`config.mk`:
```
export PLATFORM = sky130hd
export DESIGN_NAME = sensor_event_fsm
export DESIGN_NICKNAME = d
export VERILOG_FILES = /design/src/rtl/sensor_event_fsm_pkg.sv /design/src/rtl/sensor_evt_timer.sv /design/src/rtl/sensor_event_fsm.sv
export SDC_FILE = /design/constraint.sdc
export NUM_CORES = 1
export LEC_CHECK = 0
export BUFFER_PORTS_ARGS = -buffer_cell sky130_fd_sc_hd__buf_2
export CAP_MARGIN = 40
export CORE_MARGIN = 2
export CORE_UTILIZATION = 50
export DETAILED_ROUTE_END_ITERATION = 7
export GPL_TIMING_DRIVEN = 0
export PLACE_DENSITY_LB_ADDON = 0.2
export SYNTH_ARGS = -nofsm -noshare
export SYNTH_HDL_FRONTEND = slang
export SYNTH_SLANG_ARGS = --single-unit
```
`constraint.sdc`:
```
create_clock -name clk -period 2.2 [get_ports clk]
set_clock_uncertainty 0.2 [all_clocks]
set_input_delay 0 -clock clk [delete_from_list [all_inputs] [get_ports clk]]
set_output_delay 0 -clock clk [all_outputs]
set_load 0.05 [all_outputs]
```
`src/rtl/sensor_event_fsm_pkg.sv`:
```
// sensor_event_fsm_pkg: shared press-classifier states, default timing constants and width helper.
package sensor_event_fsm_pkg;
  typedef enum logic [1:0] {IDLE, PRESS, HOLD, LOCKOUT} state_e;
  localparam int DEF_LONG_CYCLES = 20;
  localparam int DEF_REPEAT_CYCLES = 8;
  localparam int DEF_LOCKOUT_CYCLES = 4;
  function automatic int max3(input int a, input int b, input int c);
    return a > b ? (a > c ? a : c) : (b > c ? b : c);
  endfunction
endpackage

```
`src/rtl/sensor_evt_timer.sv`:
```
// sensor_evt_timer: loadable up-counter with clear and terminal-count compare.
module sensor_evt_timer #(
  parameter int W = 5
) (
  input  logic         clk,
  input  logic         reset,
  input  logic         clr,
  input  logic         load,
  input  logic [W-1:0] load_val,
  input  logic         inc,
  input  logic [W-1:0] term,
  output logic         tc
);
  logic [W-1:0] cnt_q, cnt_d;
  always_comb cnt_d = clr ? '0 : load ? load_val : inc ? cnt_q + 1'b1 : cnt_q;
  always_ff @(posedge clk) cnt_q <= reset ? '0 : cnt_d;
  assign tc = cnt_q == term;
endmodule

```
`src/rtl/sensor_event_fsm.sv`:
```
// sensor_event_fsm: debounced level to short/long/repeat press events; SENSOR_EVT_REPEAT_EN enables auto-repeat.
module sensor_event_fsm
  import sensor_event_fsm_pkg::*;
#(
  parameter int LONG_CYCLES = DEF_LONG_CYCLES,
  parameter int REPEAT_CYCLES = DEF_REPEAT_CYCLES,
  parameter int LOCKOUT_CYCLES = DEF_LOCKOUT_CYCLES
) (
  input  logic       clk,
  input  logic       reset,
  input  logic       sensor_level,
  output logic       evt_short,
  output logic       evt_long,
  output logic       evt_repeat,
  output logic       hold_active,
  output logic [7:0] press_count
);
  localparam int CW = $clog2(max3(LONG_CYCLES, REPEAT_CYCLES, LOCKOUT_CYCLES) + 1);
  state_e state_q, state_d;
  logic evt_short_q, evt_short_d, evt_long_q, evt_long_d, evt_repeat_q, evt_repeat_d;
  logic hold_active_q, hold_active_d;
  logic [7:0] press_count_q, press_count_d;
  logic clr, inc, tc;
  logic [CW-1:0] term;
  sensor_evt_timer #(.W(CW)) u_timer (
    .clk(clk), .reset(reset), .clr(clr), .load(1'b0), .load_val('0),
    .inc(inc), .term(term), .tc(tc)
  );
  always_comb term = state_q == PRESS ? CW'(LONG_CYCLES - 1) :
                     state_q == HOLD  ? CW'(REPEAT_CYCLES - 1) : CW'(LOCKOUT_CYCLES - 1);
  always_comb begin
    state_d = state_q;
    press_count_d = press_count_q;
    evt_short_d = 1'b0;
    evt_long_d = 1'b0;
    evt_repeat_d = 1'b0;
    clr = 1'b0;
    inc = 1'b0;
    case (state_q)
      IDLE: begin
        state_d = sensor_level ? PRESS : IDLE;
        clr = sensor_level;
      end
      PRESS: begin
        clr = !sensor_level || tc;
        inc = !clr;
        evt_short_d = !sensor_level;
        evt_long_d = sensor_level && tc;
        state_d = !sensor_level ? LOCKOUT : tc ? HOLD : PRESS;
        press_count_d = press_count_q + {7'd0, clr};
      end
      HOLD: begin
        state_d = sensor_level ? HOLD : LOCKOUT;
`ifdef SENSOR_EVT_REPEAT_EN
        evt_repeat_d = sensor_level && tc;
        clr = !sensor_level || tc;
        inc = !clr;
`else
        clr = !sensor_level;
`endif
      end
      default: begin
        state_d = tc ? IDLE : LOCKOUT;
        clr = tc;
        inc = !tc;
      end
    endcase
    hold_active_d = state_d == PRESS || state_d == HOLD;
  end
  always_ff @(posedge clk) begin
    if (reset) begin
      state_q <= IDLE;
      evt_short_q <= 1'b0;
      evt_long_q <= 1'b0;
      evt_repeat_q <= 1'b0;
      hold_active_q <= 1'b0;
      press_count_q <= '0;
    end else begin
      state_q <= state_d;
      evt_short_q <= evt_short_d;
      evt_long_q <= evt_long_d;
      evt_repeat_q <= evt_repeat_d;
      hold_active_q <= hold_active_d;
      press_count_q <= press_count_d;
    end
  end
  assign evt_short = evt_short_q;
  assign evt_long = evt_long_q;
  assign evt_repeat = evt_repeat_q;
  assign hold_active = hold_active_q;
  assign press_count = press_count_q;
endmodule

```
Yosys cells after proc, flatten, opt, wreduce, memory -nomap -nowiden
Index checks and enable logic that the tools add are counted.

Word-level logic and storage cells: 34. Output and inout port bits: 12. Input bits: 3. Register bits: 18.

Bitwise gates (word level): 1. $add $sub $neg: 2. Multiplexer cells: 10. Reductions and logical operators: 10. Eq/ne operators: 5.

Operators by type and width (number): adder 8 x 1 -> 8 bit (1); 2-to-1 mux 2 bit (3); one-hot mux 2 bit (3 select lines) (1); OR reduction 2 bit (3); adder 5 x 1 -> 5 bit, second input constant (1); == test 5 bit (1); 2-to-1 mux 5 bit (1); == test 2 x 1 -> 1 bit, second input constant (2); == test 2 bit, second input constant (2); zero test 1 bit (3); 2-to-1 mux 3 bit (1); one-hot mux 1 bit (3 select lines) (1); zero test 2 bit (1); logical OR 1 bit (2); 2-to-1 mux 1 bit (2); one-hot mux 1 bit (2 select lines) (1); logical AND 1 bit (1); inverter 1 bit (1).

Longest topological paths before layout
Gate-level depths: netlist of the first run.

Word-level depth: 9. Gate-level depth with buffers: 10. Depth with buffers taken out: 9.

By module
From an unflattened synthesis of the first run, not the netlist that was laid out.

Cell total of the unflattened synthesis: 106. Area total of the unflattened synthesis: 925.9 sq um.

By module, submodules not included: sensor_event_fsm (cells an instance 71, area an instance 630.6 sq um, times used 1, sequential area each 260.2 sq um); sensor_evt_timer (cells an instance 35, area an instance 295.3 sq um, times used 1, sequential area each 100.1 sq um).

Least setup slack after synthesis of the first run
No wires, ideal clock.

Path kind: reg-to-reg. Start point: register state_q[0]. End point: register press_count_q[5] (netlist: press_count[5]). Setup slack: 214 ps. Library setup time: 128 ps. Stages on the path, launching flop included: 11. Required time: 1872 ps. Path buffers: 1. Period minus slack after synthesis: 1986 ps. Arrival: 1659 ps. Cells stage by stage: dfxtp_1 buf_6 nor2b_4 nor3_1 a21oi_1 o311ai_1 ha_1 and3_1 nand4_1 xor2_1 nor2_1.

Cells in the longest elaborated chain, start to end: 6. Elaborated cells on any way between the ends: 7. Those cells by class: 1 x add/sub; 3 x eq/ne; 2 x mux; 1 x reduce/logical.

Ends and longest elaborated chain: from (decl) (line sensor_event_fsm.sv:19) `state_e state_q, state_d;`; from (signal assigned) (line sensor_event_fsm.sv:79) `state_q <= state_d;`; == test 2 bit (line sensor_event_fsm.sv:30) `state_q == HOLD ? CW'(REPEAT_CYCLES - 1) : CW'(LOCKOUT_CYCLES - 1);`; 2-to-1 mux 3 bit (line sensor_event_fsm.sv:30); 2-to-1 mux 5 bit (line sensor_event_fsm.sv:29) `always_comb term = state_q == PRESS ? CW'(LONG_CYCLES - 1) :`; == test 5 bit (line sensor_evt_timer.sv:17) `assign tc = cnt_q == term;`; logical OR 1 bit (line sensor_event_fsm.sv:45) `clr = !sensor_level || tc;`; adder 8 x 1 -> 8 bit (line sensor_event_fsm.sv:50) `press_count_d = press_count_q + {7'd0, clr};`; to (signal assigned) (line sensor_event_fsm.sv:84) `press_count_q <= press_count_d;`; to (decl) (line sensor_event_fsm.sv:22) `logic [7:0] press_count_q, press_count_d;`.

Several ways; a longest one is shown, not always the timed one. A chain may end at the register's enable or synchronous reset.

Final worst setup path of the first run
Start point: register u_timer.cnt_q[0]. End point: register press_count_q[7] (netlist: press_count[7]).

Cells in the longest elaborated chain, start to end: 3.

Ends and longest elaborated chain: from (decl) (line sensor_evt_timer.sv:14) `logic [W-1:0] cnt_q, cnt_d;`; from (signal assigned) (line sensor_evt_timer.sv:16) `always_ff @(posedge clk) cnt_q <= reset ? '0 : cnt_d;`; == test 5 bit (line sensor_evt_timer.sv:17); logical OR 1 bit (line sensor_event_fsm.sv:45); adder 8 x 1 -> 8 bit (line sensor_event_fsm.sv:50).

No other way between the ends.

==> results of run 1 <==
## stage by stage
stage | hold slack [ns] | power (mW) | cell area (um^2) | setup TNS [ns] | instances
floorplan | -0.1242 | 0.4705 | 890.9 | 0 | 95
global placement | 0.009890 | 0.4925 | 982.2 | 0 | 132
detailed placement | 0.003744 | 0.4955 | 982.2 | 0 | 132
CTS | 0.3227 | 0.7091 | 1070 | 0 | 139
global route | 0.3178 | 0.7611 | 1149 | -0.09849 | 143
finish | 0.2920 | 0.7187 | 1149 | 0 | 143
## power by group
| part | switching (mW) | internal (mW) |
|---|---|---|
| sequential | 0.0163 | 0.340 |
| clock | 0.100 | 0.101 |
| combinational | 0.0888 | 0.0724 |
## cell usage in the layout (no fill, tap or decap), types with 2 or more instances in the layout
cell type	n
ha_4	2
mux2i_1	2
dfxtp_1	13
nand4_1	6
buf_4	8
dfxtp_2	3
clkbuf_4	3
xor2_1	8
nand2_1	4
nor2_1	14
dfxtp_4	2
o21ai_0	2
dlygate4sd3_1	3
nand2b_1	3
a21oi_1	5
nor2b_4	2
buf_2	13
## flip-flops by register name, indices dropped and copies added, names as in the netlist
signal         count
evt_short          1
state_q            2
press_count        8
evt_long           1
u_timer.cnt_q      5
hold_active        1
## cells by family (layout without fill, tap and decap cells)
kind of cell    after synthesis  in the layout  share of synthesized area, %
buf+inv                       8             31                         6.600
simple gates                 37             37                         22.19
mux                           3              3                         3.511
xor+xnor                     10             10                         10.68
compound gates               15             15                         11.94
fa+ha+maj                     3              3                         4.214
other cells                   1              1                        0.4209
flops                        18             18                         40.45
## synthesized netlist by cell type (all sizes together)
cell     count  area (um^2)
a21oi        5        25.02
a22oi        1        7.510
a2bb2oi      1        8.760
and3         2        12.51
buf          6        51.30
clkbuf       1        3.750
conb         1        3.750
dfxtp       18        360.4
ha           3        37.54
inv          1        3.750
mux2         1        11.26
mux2i        2        20.02
nand2        4        15.01
nand2b       3        18.77
nand3        1        5.000
nand4        6        37.54
nor2        14        52.55
nor2b        3        26.27
nor3         2        10.01
nor3b        2        20.02
o211ai       1        7.510
o21a         1        8.760
o21ai        2        10.01
o2bb2ai      1        8.760
o311ai       2        17.52
o31ai        1        12.51
xnor2        2        25.03
xor2         8        70.07
## worst max-delay path by stage
stage / start / endpoint / slack (ns) / cells after the start
2_1_floorplan: state_q[0]$_SDFF_PP0_ / press_count[5]$_SDFFE_PP0P_ / 0.21 / 10
3_3_place_gp: u_timer.cnt_q[0]$_SDFFE_PP0P_ / press_count[7]$_SDFFE_PP0P_ / 0.05 / 9
3_5_place_dp: u_timer.cnt_q[0]$_SDFFE_PP0P_ / press_count[5]$_SDFFE_PP0P_ / 0.02 / 9
4_1_cts: state_q[0]$_SDFF_PP0_ / press_count[4]$_SDFFE_PP0P_ / 0.009 / 10
5_1_grt: u_timer.cnt_q[0]$_SDFFE_PP0P_ / press_count[7]$_SDFFE_PP0P_ / -0.05 / 9
6_report: u_timer.cnt_q[0]$_SDFFE_PP0P_ / press_count[7]$_SDFFE_PP0P_ / 0.07 / 9
## timing repair
| action | CTS | global route |
|---|---|---|
| endpoints found under the hold margin | 9 | 0 |
| hold buffers | 3 | 0 |
| setup buffers | 0 | 7 |
| pin swaps | 2 | 5 |
| resized for setup | 4 | 15 |
| endpoints found under the setup margin | 2 | 7 |
## critical path: cells and delay by family, from the launching register on
kind            cells  cell delay, ns
simple gates        5            0.70
flops               1            0.39
xor+xnor            1            0.16
compound gates      1            0.12
fa+ha+maj           2            0.43
## area by class of cell
type                            instances  area (um^2)  area share (%)
Timing Repair Buffer                   22        142.6           12.42
Inverter                                1        3.754          0.3268
Sequential cell                        18        371.6           32.35
Multi-Input combinational cell         69        535.5           46.62
Tap cell                               25        31.28           2.723
Clock buffer                            4        36.28           3.159
Buffer                                  4        27.53           2.397
## metal layers
metal / vias to the layer above / global-route usage (%) / share of wire (%)
met2: 15 / 26.94 / 48
met4: 0 / 6.857 / 0.75
met1: 360 / 26.13 / 49
met3: 2 / 3.529 / 2.6
met5: - / 0 / 0
li1: 377 / - / -
==> metrics.txt, run 1 <==
Reg2Reg Depth 9; Num CTS Buffers 3; Crit Path Category flip-flop to flip-flop; Total GRT Usage 18.30%; via count 754; Die H 46.21 um; worst r2r dst press_count[7]$_SDFFE_PP0P_; CP required 2.17 ns; num ports 15; starting DRC count in detailed routing 11; type of the most critical hold path flip-flop to flip-flop; Worst Hold Depth 1; final core occ 67.25%; vias in the first global route 616; Die W 46.21 um; Yosys reg bits 18; min-delay src state_q[0]$_SDFF_PP0_; Worst setup EP type flip-flop; DR WL/cell 13.11 um; worst path arrival time 2.10 ns; CTS Root Cell clkbuf_4; Area growth syn-to-layout 28.93%; Tcrit/Tclk final 96.75%; largest net degree at the start of global routing 11; DP Wirelength 1156 um; setup slack after layout 0.07154 ns; Worst setup SP type flip-flop; Pins Over Slew Limit 0; Placeable Area 1708 um^2; post-route ant nets 0; Critical Path Max Stage Delay 0.39 ns; Finish-stage setup viols 0; Nets 125; layout cell share with drive strength beyond 1 37.29%; syn nets 101; post-synthesis cell type count 33; Max Freq 469.8 MHz; die area 2135 um^2; drt first pass iters 4; maximum clock insertion buffer count 2; setup repair after global routing missed its margin yes; Remaining DRCs 0; CP max FO 4; final WL 1875 um; Post-Synthesis Cells 95; Critical Path, Cell by Cell ha_4, nor3b_4, nand3_2, o311ai_2, ha_2, and3_4, nand4_1, xor2_1, nor2_1; # rows 15; CTS tree built; grt ovf 0; initial antenna violation count 0; final hold violations 0; status finished clean; syn avg cell area 9.377 um^2; I/O Buffers 12; Synth Warn # 0; Worst R2R Setup Slack 0.07 ns; Leak 0.4644 nW; Reg2Reg Launch Point u_timer.cnt_q[0]$_SDFFE_PP0P_; Peak VDD IR 632.6 uV; antenna fix cells 0; gpl congestion 0.7862; clk_lat worst skew 0.29 ns; vias per std cell 5.273; pwr/cell area 625.7 nW/um^2; Reg clk slew, reported paths 0.10 ns; CTS sink count 18; Layout fillers 144; hold path endpoint hold_active$_SDFF_PP0_; first-pass GRT wire length 2787 um; Placement Setup Slack 0.02009 ns; register area share after synthesis 40.45%; Crit-path slowest cell dfxtp_2; mapped cell area 890.9 um^2; post-layout min period 2.128 ns; max-cap violations 0; H-tree depth 1; starting density of the core 52.16%
(Power assumes the default switching activity.)
==> run 2, diff against run 1 <==
Settings changed: TNS_END_PERCENT set to 5.
Clock period 2.2 ns to 2.4 ns, I/O delays scaled along.
==> run 2 against run 1 <==
Via count shrank 5.3%. Critical path depth is the same. Highest routed layer unchanged. Final cell count shrank 2.8%. Setup slack gained 0.12 ns. Global-route usage shrank 0.080 points. Core utilization shrank 5.9 points. Die area is the same. Total power shrank 11%. Combinational power shrank 16%.
==> metrics.txt, run 2 (synthesis gave the netlist of run 1 again) <==
CTS sink count 18 (unchanged); drt first pass iters 5 (+1); Die W 46.21 um (unchanged); die area 2135 um^2 (unchanged); grt ovf 0 (unchanged); H-tree depth 1 (unchanged); starting DRC count in detailed routing 24 (+13); clk_lat worst skew 0.30 ns (about the same); Pins Over Slew Limit 0 (unchanged); final hold violations 0 (unchanged); Leak 0.4529 nW (-2.5%); initial antenna violation count 0 (unchanged); Worst setup EP type flip-flop; I/O Buffers 12 (unchanged); Reg clk slew, reported paths 0.11 ns (about the same); Area growth syn-to-layout 17.70%; Power, Total 0.6392 mW (-11%); DP Wirelength 1156 um (unchanged); worst path arrival time 2.19 ns (+0.09 ns); Post-CTS Setup Bufs 0 (unchanged); layout cell share with drive strength beyond 1 23.68% (-14 points); Finish-stage setup viols 0 (unchanged); post-layout min period 2.213 ns (+0.08442 ns); pwr/cell area 609.7 nW/um^2 (-2.6%); num ports 15 (unchanged); CP required 2.37 ns (+0.20 ns); # rows 15 (unchanged); Layout fillers 156 (+8.3%); status finished clean; largest net degree at the start of global routing 11 (unchanged); Die H 46.21 um (unchanged); Num CTS Buffers 3 (unchanged); via count 714 (-5.3%); CP max FO 4 (unchanged); Nets 121 (-3.2%); Total GRT Usage 18.22% (-0.080 points); vias in the first global route 617 (+0.16%); Tcrit/Tclk final 92.20% (-4.5 points); Remaining DRCs 0 (unchanged); post-route ant nets 0 (unchanged); Max Freq 451.9 MHz (-3.8%); most frequent cells in the layout dfxtp_1, buf_2, nor2_1; final WL 1645 um (-12%); max reg flops 8 (unchanged); maximum clock insertion buffer count 2 (unchanged); antenna fix cells 0 (unchanged); max-cap violations 0 (unchanged); Crit Path Category flip-flop to flip-flop; Peak VDD IR 551.3 uV (-13%); CTS Root Cell clkbuf_4; commonest non-fill, non-tap cell in the layout dfxtp_1; setup repair after global routing missed its margin no; Layout Cells excl Fill 139 (-2.8%); CTS tree built; first-pass GRT wire length 2780 um (-0.25%); DR WL/cell 11.83 um (-9.7%); starting density of the core 52.16% (unchanged); final setup TNS 0 ns (unchanged); vias per std cell 5.137 (-2.6%); Placeable Area 1708 um^2 (unchanged); Worst setup SP type flip-flop; type of the most critical hold path flip-flop to flip-flop; gpl congestion 0.7862 (unchanged); DP Cell Count 132 (unchanged)
-- run 2: cell types whose count changed in the layout (fill, tap and decap cells not counted), sizes merged --
cell  before  now
buf       22   18
-- run 2: where the power goes --
group / internal [mW] / switching [mW] / leakage [nW] / total [mW]
Combinational: 0.0566 / 0.0783 / 0.286 / 0.135
Clock: 0.0924 / 0.0952 / 0.0210 / 0.188
Sequential: 0.310 / 0.00658 / 0.146 / 0.317
-- run 2: final cells by class --
| type | instances | area [um^2] | share of cell area, % |
|---|---|---|---|
| multi-input cells | 69 | 471.7 | 44.99 |
| flip-flops and latches | 18 | 360.3 | 34.37 |
| repair buffers | 15 | 90.09 | 8.592 |
| plain buffers | 7 | 55.05 | 5.251 |
| clock buffers | 4 | 36.28 | 3.461 |
| well taps | 25 | 31.28 | 2.983 |
| inverters | 1 | 3.754 | 0.3580 |
-- run 2: final timing paths --
path / depth (start not counted) / from / endpoint / slack, ns
worst max-delay path: 9 / u_timer.cnt_q[0]$_SDFFE_PP0P_ / press_count[5]$_SDFFE_PP0P_ / 0.19
worst min-delay path: 2 / press_count[7]$_SDFFE_PP0P_ / press_count[7]$_SDFFE_PP0P_ / 0.32
worst max register to register: 9 / u_timer.cnt_q[0]$_SDFFE_PP0P_ / press_count[5]$_SDFFE_PP0P_ / 0.19
worst min register to register: 2 / press_count[7]$_SDFFE_PP0P_ / press_count[7]$_SDFFE_PP0P_ / 0.32
-- run 2: what timing repair did --
| item | 4_1_cts | 5_1_grt |
|---|---|---|
| endpoints found under the hold margin | 10 | 0 |
| gates resized for setup | 0 | 0 |
| hold buffers | 3 | 0 |
-- run 2: critical path: stages (launching register included) --
cell,delay (ns)
dfxtp_1,0.39
ha_1,0.23
nor3b_2,0.25
nand3_1,0.14
o311ai_1,0.14
ha_1,0.23
and3_1,0.21
nand4_1,0.12
xor2_1,0.14
nor2_1,0.04
-- run 2: metal layers --
layer | track usage, % | part of all wire (%) | vias up
li1 | - | - | 365
met2 | 26.94 | 44 | 14
met3 | 3.529 | 2.9 | 2
met1 | 25.89 | 52 | 333
met4 | 6.857 | 0.73 | 0
met5 | 0 | 0 | -
-- run 2: per-stage QoR --
stage / hold WS, ns / worst slack, ns / util (%) / instance area [um^2]
2_1_floorplan: -0.1242 / 0.4137 / - / 890.9
3_3_place_gp: 0.009890 / 0.2488 / 57.51 / 982.2
3_5_place_dp: 0.003744 / 0.2201 / 57.51 / 982.2
4_1_cts: 0.3227 / 0.1808 / 61.39 / 1049
5_1_grt: 0.3651 / 0.01342 / 61.39 / 1049
6_report: 0.3165 / 0.1871 / 61.39 / 1049
==> run 3, diff against run 2 <==
Settings changed: PLACE_DENSITY_LB_ADDON 0.2 to 0.1.
==> run 3 against run 2 <==
Core utilization up 0.66 points. Sequential power about the same. Global-route usage down 1.1 points. Sequential share of layout area down 0.37 points. Clock power about the same. Flip-flop and latch count unchanged. Setup slack better by 0.027 ns. Final area up 1.1%. Register-to-register slack better by 0.03 ns. Die area unchanged. Wire length down 2.1%.
==> metrics.txt, run 3 (synthesis gave the netlist of run 1 again) <==
clk_lat worst skew 0.29 ns (about the same); # rows 15 (unchanged); vias per std cell 5.101 (-0.70%); Worst setup EP type flip-flop; final setup TNS 0 ns (unchanged); Post-CTS Setup Bufs 0 (unchanged); post-route ant nets 0 (unchanged); commonest non-fill, non-tap cell in the layout dfxtp_1; Tcrit/Tclk final 91.08% (-1.1 points); Crit-path slowest cell dfxtp_1; final hold slack 0.3187 ns (+0.002214 ns); CTS tree built; Remaining DRCs 0 (unchanged); Worst R2R Setup Slack 0.21 ns (+0.03 ns); via count 709 (-0.70%); worst path arrival time 2.16 ns (-0.03 ns); worst r2r dst press_count[5]$_SDFFE_PP0P_; vias in the first global route 613 (-0.65%); min-delay src press_count[7]$_SDFFE_PP0P_; gpl congestion 0.7744 (-1.5%); Layout Cells excl Fill 139 (unchanged); H-tree depth 1 (unchanged); pwr/cell area 599.7 nW/um^2 (-1.6%); setup slack after layout 0.2141 ns (+0.02696 ns); Placeable Area 1708 um^2 (unchanged); Peak VDD IR 309.8 uV (-44%); Reg2Reg Launch Point state_q[1]$_SDFF_PP0_; num ports 15 (unchanged); Nets 121 (unchanged); maximum clock insertion buffer count 2 (unchanged); CP max FO 9 (+5); Crit Path Category flip-flop to flip-flop; CTS sink count 18 (unchanged); Critical Path Max Stage Delay 0.34 ns (-0.05 ns); Total GRT Usage 17.15% (-1.1 points); Leak 0.4452 nW (-1.7%); most frequent cells in the layout dfxtp_1, buf_2, nor2_1; grt ovf 0 (unchanged); largest net degree at the start of global routing 11 (unchanged); type of the most critical hold path flip-flop to flip-flop; Max Freq 457.5 MHz (+1.2%); initial antenna violation count 0 (unchanged); max-cap violations 0 (unchanged); DR WL/cell 11.58 um (-2.1%); Die W 46.21 um (unchanged); status finished clean; CP required 2.37 ns (about the same); die area 2135 um^2 (unchanged); antenna fix cells 0 (unchanged); post-layout min period 2.186 ns (-0.02696 ns); I/O Buffers 12 (unchanged); Placement Setup Slack 0.2227 ns (+0.002571 ns); Pins Over Slew Limit 0 (unchanged); final WL 1610 um (-2.1%); layout cell share with drive strength beyond 1 25.44% (+1.8 points); Critical Path, Cell by Cell buf_6, nor2b_1, a21oi_1, o311ai_1, ha_2, and3_1, nand4_1, xor2_1, nor2_1; hold path endpoint press_count[7]$_SDFFE_PP0P_; Buf+Inv Stages, Crit Path 1 (+1); DP Cell Count 132 (unchanged); Num CTS Buffers 3 (unchanged); Reg clk slew, reported paths 0.10 ns (about the same); setup repair after global routing missed its margin no; CTS Root Cell clkbuf_4; Worst setup SP type flip-flop; first-pass GRT wire length 2546 um (-8.4%); Die H 46.21 um (unchanged); max reg flops 8 (unchanged); Worst Hold Depth 2 (unchanged); Area growth syn-to-layout 18.96%; Reg2Reg Depth 9 (unchanged); Top delay family on crit path simple AND/OR/NAND/NOR gates; starting DRC count in detailed routing 9 (-63%); Finish-stage setup viols 0 (unchanged); DP Wirelength 1070 um (-7.4%); starting density of the core 52.16% (unchanged); drt first pass iters 6 (+1); final hold violations 0 (unchanged)
[run 3: where the power goes]
group	switching (mW)	leakage (nW)	internal, mW
clock	0.0923	0.0210	0.0924
combinational	0.0779	0.278	0.0567
sequential	0.00608	0.146	0.310
[run 3: what timing repair did]
| item | in CTS | in global routing |
|---|---|---|
| hold buffers | 3 | 0 |
| resized for setup | 0 | 3 |
| setup endpoints to repair | 0 | 4 |
| hold endpoints to repair | 10 | 0 |
[run 3: routing by layer]
metal  global-route usage (%)  share of wire, %  vias up
li1                         -                 -      368
met2                    25.56                45       15
met1                    22.54                51      324
met4                    10.29              0.93        0
met5                        0                 0        -
met3                    3.529               3.1        2
[run 3: per-stage QoR]
stage               utilization, %  total power, mW  instance area [um^2]
floorplan                        -           0.4313                 890.9
global placement             57.51           0.4519                 982.2
detailed placement           57.51           0.4530                 982.2
CTS                          61.39           0.6448                  1049
global route                 62.05           0.6771                  1060
finish                       62.05           0.6356                  1060
[run 3: cell type report]
cell class                      instances  area, um^2
Buffer                                  7       55.05
Clock buffer                            4       36.28
Fill cell                             155       648.1
Inverter                                1       3.754
Multi-Input combinational cell         69       483.0
Sequential cell                        18       360.3
Tap cell                               25       31.28
Timing Repair Buffer                   15       90.09
[run 3: worst max-delay path by stage]
stage          cells after the start                          start                     endpoint
3_5_place_dp                       9  u_timer.cnt_q[0]$_SDFFE_PP0P_  press_count[5]$_SDFFE_PP0P_
4_1_cts                            9  u_timer.cnt_q[0]$_SDFFE_PP0P_  press_count[4]$_SDFFE_PP0P_
5_1_grt                            9  u_timer.cnt_q[0]$_SDFFE_PP0P_  press_count[7]$_SDFFE_PP0P_
6_report                           9          state_q[1]$_SDFF_PP0_  press_count[5]$_SDFFE_PP0P_
2_1_floorplan                     10          state_q[0]$_SDFF_PP0_  press_count[5]$_SDFFE_PP0P_
3_3_place_gp                       9  u_timer.cnt_q[0]$_SDFFE_PP0P_  press_count[5]$_SDFFE_PP0P_
[run 3: worst min-delay path, delay by kind of cell, from the launching register on]
family	cells	cell delay, ns
flops	1	0.36
xor+xnor	1	0.07
simple gates	1	0.07
